## config.mk

```make
export PLATFORM = sky130hd
export DESIGN_NAME = prod_accum
export DESIGN_NICKNAME = d
export VERILOG_FILES = /design/src/rtl/prod_accum.sv
export SDC_FILE = /design/constraint.sdc
export NUM_CORES = 1
export LEC_CHECK = 0
export BUFFER_PORTS_ARGS = -buffer_cell sky130_fd_sc_hd__buf_2
export CORE_AREA = 4 4 85 87
export CTS_CLUSTER_DIAMETER = 200
export CTS_CLUSTER_SIZE = 10
export DETAILED_ROUTE_END_ITERATION = 10
export DIE_AREA = 0 0 89 91
export PLACE_DENSITY = 0.76
export SYNTH_ARGS = -nofsm -noshare
export SYNTH_HDL_FRONTEND = slang
export SYNTH_SLANG_ARGS = --single-unit
```

## constraint.sdc

```tcl
create_clock -name CLK -period 3.8 [get_ports CLK]
set_input_delay 0.19 -clock CLK [delete_from_list [all_inputs] [get_ports CLK]]
set_output_delay 0.19 -clock CLK [all_outputs]
set_load 0.005 [all_outputs]
```

## src/rtl/prod_accum.sv

```systemverilog
// Frame accumulator behind the pipelined multiplier: sums LEN products per frame and
// presents each result on a valid/ready register. Define PROD_ACCUM_SAT_EN to saturate.
module prod_accum #(
  parameter int unsigned bw    = 8,
  parameter int unsigned LEN   = 16,
  parameter int unsigned ACC_W = 2 * bw + 4
) (
  input  logic             CLK,
  input  logic             RESETn,
  input  logic             clr,
  input  logic             in_valid,
  input  logic [2*bw-1:0]  in_prod,
  output logic             in_ready,
  output logic             out_valid,
  input  logic             out_ready,
  output logic [ACC_W-1:0] out_sum,
  output logic             out_ovf,
  output logic [7:0]       frame_cnt
);

  typedef enum logic [1:0] {StIdle, StAccum, StHold} state_e;

  localparam logic [7:0]       LastCnt = 8'(LEN - 1);
  localparam logic [ACC_W-1:0] AccMax  = '1;

  state_e           state_q, state_d;
  logic [ACC_W-1:0] acc_q, acc_d;
  logic             ovf_q, ovf_d;
  logic [7:0]       cnt_q, cnt_d;
  logic [ACC_W-1:0] sum_q, sum_d;
  logic             oovf_q, oovf_d;
  logic             ovalid_q, ovalid_d;

  logic             accept;
  logic [ACC_W:0]   prod_ext;
  logic [ACC_W:0]   sum_wide;
  logic             frame_ovf;
  logic [ACC_W-1:0] acc_next;

  assign in_ready = (state_q != StHold);
  assign accept   = in_valid & in_ready;

  // Masking with in_valid keeps an undriven bus from reaching the adder.
  assign prod_ext  = {{(ACC_W + 1 - 2 * bw){1'b0}}, in_prod & {(2 * bw){in_valid}}};
  assign sum_wide  = {1'b0, acc_q} + prod_ext;
  assign frame_ovf = ovf_q | sum_wide[ACC_W];

`ifdef PROD_ACCUM_SAT_EN
  // Once any carry has occurred the frame is pinned at full scale.
  assign acc_next = frame_ovf ? AccMax : sum_wide[ACC_W-1:0];
`else
  assign acc_next = sum_wide[ACC_W-1:0];
`endif

  always_comb begin
    state_d  = state_q;
    acc_d    = acc_q;
    ovf_d    = ovf_q;
    cnt_d    = cnt_q;
    sum_d    = sum_q;
    oovf_d   = oovf_q;
    ovalid_d = ovalid_q;

    if (clr) begin
      state_d  = StIdle;
      acc_d    = '0;
      ovf_d    = 1'b0;
      cnt_d    = '0;
      oovf_d   = 1'b0;
      ovalid_d = 1'b0;
    end else begin
      unique case (state_q)
        StIdle, StAccum: begin
          if (accept) begin
            if (cnt_q == LastCnt) begin
              sum_d    = acc_next;
              oovf_d   = frame_ovf;
              ovalid_d = 1'b1;
              acc_d    = '0;
              ovf_d    = 1'b0;
              cnt_d    = '0;
              state_d  = StHold;
            end else begin
              acc_d   = acc_next;
              ovf_d   = frame_ovf;
              cnt_d   = cnt_q + 8'd1;
              state_d = StAccum;
            end
          end
        end
        StHold: begin
          if (out_ready) begin
            ovalid_d = 1'b0;
            state_d  = StIdle;
          end
        end
        default: state_d = StIdle;
      endcase
    end
  end

  always_ff @(posedge CLK or negedge RESETn) begin
    if (!RESETn) begin
      state_q  <= StIdle;
      acc_q    <= '0;
      ovf_q    <= 1'b0;
      cnt_q    <= '0;
      sum_q    <= '0;
      oovf_q   <= 1'b0;
      ovalid_q <= 1'b0;
    end else begin
      state_q  <= state_d;
      acc_q    <= acc_d;
      ovf_q    <= ovf_d;
      cnt_q    <= cnt_d;
      sum_q    <= sum_d;
      oovf_q   <= oovf_d;
      ovalid_q <= ovalid_d;
    end
  end

  assign out_valid = ovalid_q;
  assign out_sum   = sum_q;
  assign out_ovf   = oovf_q;
  assign frame_cnt = cnt_q;

endmodule

```

## Word level (Yosys, flattened, before mapping)

Index checks and enable logic that the tools add are counted.

- $add $sub $neg: 2
- Eq/ne operators: 7
- Mux-type cells: 26
- Bitwise operators: 4
- Reductions and logical operators: 11

Operator list:

| kind | number |
|---|---|
| $mux 20 | 4 |
| $mux 8 | 4 |
| $add 20x16->21 | 1 |
| $and 16x16->16 | 1 |
| $mux 1 | 12 |
| $ne 3x3->1 const B | 3 |
| $add 8x1->8 const B | 1 |
| $eq 8x4->1 const B | 1 |
| $mux 2 | 4 |
| $reduce_and 4->1 | 2 |
| $reduce_bool 2->1 | 3 |
| $pmux 2 s2 | 1 |
| $reduce_and 2->1 | 2 |
| $reduce_and 3->1 | 1 |
| $reduce_bool 3->1 | 1 |
| $eq 2x1->1 const B | 1 |
| $eq 2x2->1 const B | 1 |
| $logic_not 2->1 | 1 |
| $ne 2x2->1 const B | 1 |
| $pmux 1 s2 | 1 |
| $reduce_or 2->1 | 1 |
| $and 1x1->1 | 1 |
| $not 1->1 | 1 |
| $or 1x1->1 | 1 |

- Flip-flop bits (word level): 53
- Input bits: 21
- Output and inout port bits: 31
- Word-level logic and storage cells: 57

## Longest topological paths before layout

Gate-level depths: netlist of run 1.

- Depth in word-level cells: 7
- Gate-level depth with buffers: 12
- Mapped depth without buffers: 11

## Worst setup path before layout of run 1

No wires, ideal clock.

- Kind: input to register
- Start point: input port in_valid
- End point: register sum_q[12] (netlist: out_sum[12])
- Setup time: 64 ps
- Data arrival time: 2,540 ps
- Data required time: 3,736 ps
- Slack: 1,196 ps
- Stages on the path: 11
- Buffers on the path: 2
- Cells stage by stage: clkbuf_1 -> clkbuf_1 -> nand2_1 -> fa_1 -> nand2b_1 -> a21oi_2 -> o41ai_2 -> o21a_1 -> or4b_1 -> nand3_1 -> mux2_2

- Longest elaborated chain between the ends: 2
- Elaborated cells on any way between the ends: 4
- Classes of those cells: add/sub: 1; bitwise: 2; reduce/logical: 1

RTL lines:

| element | RTL line | source |
|---|---|---|
| from (decl) | 11 | `input logic in_valid,` |
| $and 16x16->16 / $and 1x1->1 (equally long branches) | 44, 41 |  |
| $add 20x16->21 / $reduce_and 4->1 (equally long branches) | n/a |  |
| to (signal assigned) | 116 | `sum_q <= sum_d;` |
| to (decl) | 30 | `logic [ACC_W-1:0] sum_q, sum_d;` |

Several ways; a longest one is shown, not always the timed one.
A chain may end at the register's enable or synchronous reset.

## Worst setup path after layout of run 1

- Start point: register cnt_q[0] (netlist: frame_cnt[0])
- End point: register sum_q[18] (netlist: out_sum[18])

- Longest elaborated chain between the ends: 2

RTL lines:

| element | RTL line | source |
|---|---|---|
| from (decl) | 29 | `logic [7:0] cnt_q, cnt_d;` |
| from (signal assigned) | 115 | `cnt_q <= cnt_d;` |
| $eq 8x4->1 | 75 | `if (cnt_q == LastCnt) begin` |
| $reduce_and 4->1 (no source line) | n/a |  |

Every way passes these cells.

==> flow_summary_export.csv, run 1 <==
group,metric,value,unit
run_status,status,"complete, but fails checks",
run_status,failing_checks,"hold timing",
critical_path,slowest_stage,"nand2_1",
yosys,ys_async_sr_fraction,1.00,
sta,final.setup_skew,0.0130,ns
critical_path,critical_path.max_fanout,15,
drt,wirelength,6.77,mm
cts,postCtsHoldBufs,0,
power_and_ir_drop,pwr-share-comb,0.169,
cts,clkTransAtPathRegs,0.11,ns
critical_path,crit_path_max_incr_delay,0.54,ns
placed_design,gp_routability_congestion,0.870,
power_and_ir_drop,design_power_total,1120,µW
sta,setup_viol,0,
sta,finalCriticalPeriod,2.62,ns
yosys,yosys_register_bits,53,
layout,mostFrequentLayoutCells,"dfrtp_1 (53), buf_2 (51), nand2_1 (33)",
grt,number_of_global_route_vias_before_repair,2600,
critical_path,crit_chain,"ha_1, nand4b_1, nor4_1, nand2_1, buf_4, o41ai_1",
yosys,synthFlopType,"dfrtp_1",
drt,post_drt_wl_per_cell,14.8,µm
power_and_ir_drop,swShare,0.284,
grt,grt_max_degree,54,
grt,grt_overflow,0,
drt,route.detailed.drc,0,
layout,mostFrequentLayoutCell,"dfrtp_1",
layout,instances_no_fill,456,
sta,fin_crit_sh,0.690,
sta,slew_headroom,0.341,
cts,tritoncts,"yes",
yosys,net_count_after_synthesis,372,
power_and_ir_drop,total_switching_power,316,µW
floorplan,pin_count,52,
cts,cts_buffers,5,
placed_design,place_hpwl,5.02,mm
placed_design,port_buffers,51,
run,max_cap_violations,0,
sta,fin_hold_viols,6,
cts,root_buffer,"clkbuf_8",
yosys,synth.cell_area,0.00317,mm²
cts,clk-insertion-delay-late,0.31,ns
floorplan,core-area,0.00635,mm²
yosys,post_synth.cell_area_avg,9.51,µm²
cts,total_setup_buffers_inserted_after_cts,0,
yosys,netlist-cell-type-count,52,
critical_path,worst_ep_arrival_time,2.83,ns
critical_path,cp.buffers_inverters,1,
drt,drtAntennaViolNets,0,
sta,timing_worst_slew_pin_value,0.981,ns
floorplan,design.die.area,0.00810,mm²
sta,setup_tns,0,ns
placed_design,placed_cells,449,
power_and_ir_drop,power_report.internal_total,799,µW
drt,firstDrtPassIters,4,
floorplan,placementRows,29,
floorplan,die_h,91,µm
critical_path,cell_family_with_most_cp_delay,"simple AND/OR/NAND/NOR gates",
floorplan,floorplan.initialDensity,0.499,
sta,upper_clock_frequency_limit,381,MHz
cts,cts-root-to-sink-buffers,2,
cts,clkSinkCount,53,
layout,final_net_count,418,
drt,routed_via_density,5.67,
sta,final-max-slew-violation-count,0,
critical_path,critPathKind,"reg -> reg",
grt,grt_antenna_before_repair,0,
power_and_ir_drop,p_seq_frac,0.531,
drt,drt_iter0_markers,121,
power_and_ir_drop,vdd.ir_drop.worst,0.206,mV
drt,via_count,2587,
power_and_ir_drop,power.density,313,mW/mm²
yosys,synthesis.yosys.warnings,0,
yosys,netlist_instances,333,
grt,grtUsageTotal,0.180,
layout,drive_gt1_frac,0.214,
cts,h-tree-depth,2,
critical_path,critPathRequiredTime,4.01,ns
floorplan,die-width,89,µm
yosys,synth_edf_count,0,
cts,cts_resized,0,
critical_path,worst_setup_path_start_kind,"flop",
power_and_ir_drop,cellLeakagePower,0.00178,µW
yosys,synth_sequential_area_ratio,0.419,
layout,antenna-diode-count,0,
sta,rsz0062_at_grt,"no",
worst_hold_path,timing.hold.worst.class,"in -> async",
sta,final.hold.worst_slack,-0.00431,ns
grt,global_route_wire_length_before_repair,11.7,mm
layout,area.growth.synth_to_final,12.4,%
power_and_ir_drop,clkPwrFrac,0.300,
critical_path,worst_setup_path_end_kind,"flop",
[final timing paths]
path	start	end	slack, ns	cells after the start
max	frame_cnt[0]$_DFFE_PN0P_	out_sum[18]$_DFFE_PN0P_	1.18	6
min	RESETn	out_sum[18]$_DFFE_PN0P_	-0.004	2
max reg2reg	frame_cnt[0]$_DFFE_PN0P_	out_sum[18]$_DFFE_PN0P_	1.18	6
min reg2reg	out_sum[14]$_DFFE_PN0P_	out_sum[14]$_DFFE_PN0P_	0.48	2
max in group asynchronous	RESETn	frame_cnt[5]$_DFFE_PN0P_	3.36	2
min in group CLK	out_ready	out_valid$_DFFE_PN0P_	0.08	2
[power by group through the flow]
stage               registers, µW  logic, µW  clock network (µW)
floorplan                     600        140                   0
global placement              602        186                   0
detailed placement            603        190                   0
CTS                           592        191                 343
global route                  594        214                 368
finish                        592        189                 334
[layout make-up]
cell class / instances / area, µm²
timing repair buffer: 55 / 285
clock buffer: 6 / 82.6
multi-input combinational: 252 / 1720
clock inverter: 1 / 7.51
sequential: 53 / 1330
tap: 77 / 96.3
fill: 587 / 2790
inverter: 12 / 45.0
[kinds of logic after synthesis]
logic type / after synthesis / share of synthesized area
xor gates and xnor gates: 20 / 0.0553
AOI/OAI and AO/OA: 84 / 0.188
adders and majority gates: 18 / 0.0735
and+or+nand+nor: 119 / 0.186
DFF: 53 / 0.419
buffers and inverters: 28 / 0.0387
muxes: 11 / 0.0391
[state kept, by name (all words and copies together), names as in the netlist]
name	flops
frame_cnt	8
acc_q	20
out_sum	20
state_q	2
out_ovf	1
out_valid	1
ovf_q	1
[per-stage QoR]
| stage | worst slack (ns) | utilization | hold slack [ns] | area, µm² |
|---|---|---|---|---|
| after floorplan | 1.20 | - | -0.106 | 3170 |
| after global placement | 1.04 | 0.547 | 0.357 | 3470 |
| after detailed placement | 0.948 | 0.547 | 0.361 | 3470 |
| after CTS | 1.14 | 0.561 | 0.0302 | 3560 |
| after global routing | 0.866 | 0.561 | 0.0483 | 3560 |
| final | 1.18 | 0.561 | -0.00431 | 3560 |
[layer usage]
| layer | global-route usage | routed length (µm) | up-vias | share of wire |
|---|---|---|---|---|
| met4 | 0.0484 | 92 | 0 | 0.014 |
| met3 | 0.0380 | 368 | 9 | 0.054 |
| met5 | 0 | 0 | - | 0 |
| li1 | - | - | 1274 | - |
| met2 | 0.289 | 3160 | 61 | 0.47 |
| met1 | 0.246 | 3150 | 1243 | 0.47 |
[synthesized netlist by cell type, drive strengths merged, types with 2 or more instances]
library cell  instances  area share
nor3                  5      0.0079
a21o                  4      0.0095
o31ai                 3       0.010
a32oi                 2       0.011
o21ai                21       0.034
xnor2                10       0.028
a21oi                22       0.036
nand2                33       0.039
and2                 16       0.032
nor2                 27       0.033
o211ai                3      0.0071
ha                   17       0.067
dfrtp                53        0.42
xor2                 10       0.028
clkbuf               12       0.014
o22ai                 2      0.0040
inv                  12       0.014
and3                  5      0.0099
nand4                 4      0.0079
a22o                 12       0.033
nand2b                8       0.016
nor4                  2      0.0040
a221oi                2      0.0055
o21a                  3      0.0071
nand3                 9       0.014
buf                   4       0.010
mux2                 11       0.039
nor2b                 4      0.0079
o41ai                 2      0.0079
[worst register-to-register path: cells and delay by family (launching register included)]
family	cells	cell delay [ns]
fa+ha+maj	1	0.24
buf+inv	1	0.37
simple gates	3	1.14
flops	1	0.42
compound gates	1	0.37
Note: power is estimated with default switching activity, not from simulation.
==> run 2, diff against run 1 <==
clock period = 2.6 ns   (was 3.8 ns; I/O delays follow)
==> run 2 against run 1 <==
Net effect:
- the flow now finishes without violations
- final area grew 3.1%
- total power grew 47%
- sequential share of layout area shrank 1.1 points
- clock skew shrank 0.0016 ns
- first-iteration DRC count grew 17%
- register-to-register slack lost 1.1 ns
- clock-buffer cell count grew 1
- worst setup slack lost 1.1 ns
- critical endpoint is now out_sum[12]$_DFFE_PN0P_
- largest power group unchanged
- highest routed layer unchanged
==> flow_summary_export.csv, run 2 (synthesis gave the netlist of run 1 again) <==
group,metric,value,unit
power_and_ir_drop,power.density,446,mW/mm²
layout,mostFrequentLayoutCells,"dfrtp_1 (53), buf_2 (51), nand2_1 (33)",
critical_path,worst_setup_path_start_kind,"flop",
drt,routed_via_density,5.56,
floorplan,die-width,89,µm
critical_path,critical_path.max_fanout,4,
placed_design,port_buffers,51,
layout,mostFrequentLayoutCell,"dfrtp_1",
floorplan,die_h,91,µm
sta,fin_hold_viols,0,
drt,route.detailed.drc,0,
grt,number_of_global_route_vias_before_repair,2587,
critical_path,critPathRequiredTime,2.85,ns
placed_design,gp_routability_congestion,0.864,
drt,via_count,2595,
layout,register_area,0.00133,mm²
floorplan,floorplan.initialDensity,0.499,
placed_design,placed_area,0.00354,mm²
grt,grt_antenna_before_repair,0,
worst_hold_path,timing.hold.worst.class,"in -> reg",
run,max_cap_violations,0,
run_status,status,"completed",
cts,root_buffer,"clkbuf_8",
critical_path,critPathKind,"reg -> reg",
sta,upper_clock_frequency_limit,404,MHz
sta,slew_headroom,0.436,
floorplan,core-area,0.00635,mm²
sta,final.setup_skew,0.0114,ns
cts,clkTransAtPathRegs,0.10,ns
drt,wirelength,7.08,mm
grt,grt_overflow,0,
floorplan,pin_count,52,
sta,setup_viol,0,
cts,cts_buffers,5,
cts,cts-root-to-sink-buffers,2,
sta,final.hold.worst_slack,0.0115,ns
sta,final-max-slew-violation-count,0,
grt,global_route_wire_length_before_repair,11.9,mm
placed_design,place_hpwl,5.22,mm
layout,multi_input_area,0.00174,mm²
sta,setup_tns,0,ns
sta,fin_crit_sh,0.953,
cts,clk-insertion-delay-late,0.31,ns
layout,drive_gt1_frac,0.231,
drt,firstDrtPassIters,4,
cts,h-tree-depth,2,
layout,post-route-cell-area,0.00367,mm²
grt,grtUsageTotal,0.181,
drt,post_drt_wl_per_cell,15.2,µm
cts,tritoncts,"yes",
sta,timing_worst_slew_pin_value,0.840,ns
layout,fillCellCount,534,
layout,antenna-diode-count,0,
critical_path,worst_ep_arrival_time,2.73,ns
layout,postLayoutCoreUtil,0.578,
grt,grt_max_degree,31,
layout,area.growth.synth_to_final,15.9,%
sta,finalCriticalPeriod,2.48,ns
power_and_ir_drop,cellLeakagePower,0.00185,µW
sta,rsz0062_at_grt,"no",
power_and_ir_drop,vdd.ir_drop.worst,0.250,mV
drt,drtAntennaViolNets,0,
floorplan,design.die.area,0.00810,mm²
floorplan,placementRows,29,
drt,drt_iter0_markers,141,
cts,clkSinkCount,53,
layout,final_net_count,428,
critical_path,worst_setup_path_end_kind,"flop",
-- run 2: cell count changes in the layout (fill, tap and decap cells not counted), sizes merged --
cell         previous run  this run
buf                    55        64
clkbuf                  6         7
dlygate4sd3             0         1
-- run 2: worst paths after layout --
kind / startpoint / depth (start not counted) / slack, ns / end
setup reg to reg: acc_q[0]$_DFFE_PN0P_ / 10 / 0.12 / out_sum[12]$_DFFE_PN0P_
max in group asynchronous: RESETn / 3 / 1.46 / state_q[0]$_DFFE_PN0P_
hold reg to reg: state_q[1]$_DFFE_PN0P_ / 1 / 0.48 / state_q[0]$_DFFE_PN0P_
hold / removal: out_ready / 2 / 0.01 / out_valid$_DFFE_PN0P_
setup / recovery: acc_q[0]$_DFFE_PN0P_ / 10 / 0.12 / out_sum[12]$_DFFE_PN0P_
min in group asynchronous: RESETn / 2 / 0.33 / out_sum[2]$_DFFE_PN0P_
-- run 2: timing repair --
| action | in CTS | in global routing |
|---|---|---|
| resized for setup | 0 | 3 |
| setup endpoints to repair | 0 | 6 |
| hold endpoints to repair | 23 | 0 |
| hold buffers | 1 | 0 |
| setup buffers | 0 | 2 |
-- run 2: per-stage QoR --
| stage | worst slack [ns] | cells | power [µW] |
|---|---|---|---|
| 2_1_floorplan | 0.0559 | 333 | 1080 |
| 3_3_place_gp | 0.0929 | 456 | 1160 |
| 3_5_place_dp | 0.0270 | 456 | 1170 |
| 4_1_cts | 0.0437 | 465 | 1640 |
| 5_1_grt | 0.0101 | 467 | 1720 |
| 6_report | 0.122 | 467 | 1640 |
-- run 2: area by class of cell --
cell class | instances | share of cell area
multi-input cells | 252 | 0.475
flip-flops and latches | 53 | 0.361
repair buffers | 65 | 0.102
well taps | 77 | 0.0262
clock buffers | 7 | 0.0208
inverters | 12 | 0.0123
clock inverters | 1 | 0.00204
-- run 2: critical path, stage by stage (launching register included) --
cell      delay (ns)
dfrtp_1         0.37
ha_1            0.17
inv_1           0.06
fa_1            0.39
nand2b_4        0.17
a21oi_4         0.16
o41ai_4         0.11
o21a_1          0.22
or4b_1          0.50
nand3_1         0.12
mux2_2          0.15
-- run 2: per-layer routing --
metal / global-route usage / wire length, µm
met2: 0.290 / 3340
met1: 0.259 / 3350
met5: 0 / 0
met4: 0.0347 / 36
met3: 0.0308 / 352
-- run 2: where the power goes --
part           switching [µW]  total (µW)  internal [µW]
logic                     176         298            122
clock network             281         473            192
registers                17.6         866            848
total                     474        1640           1160
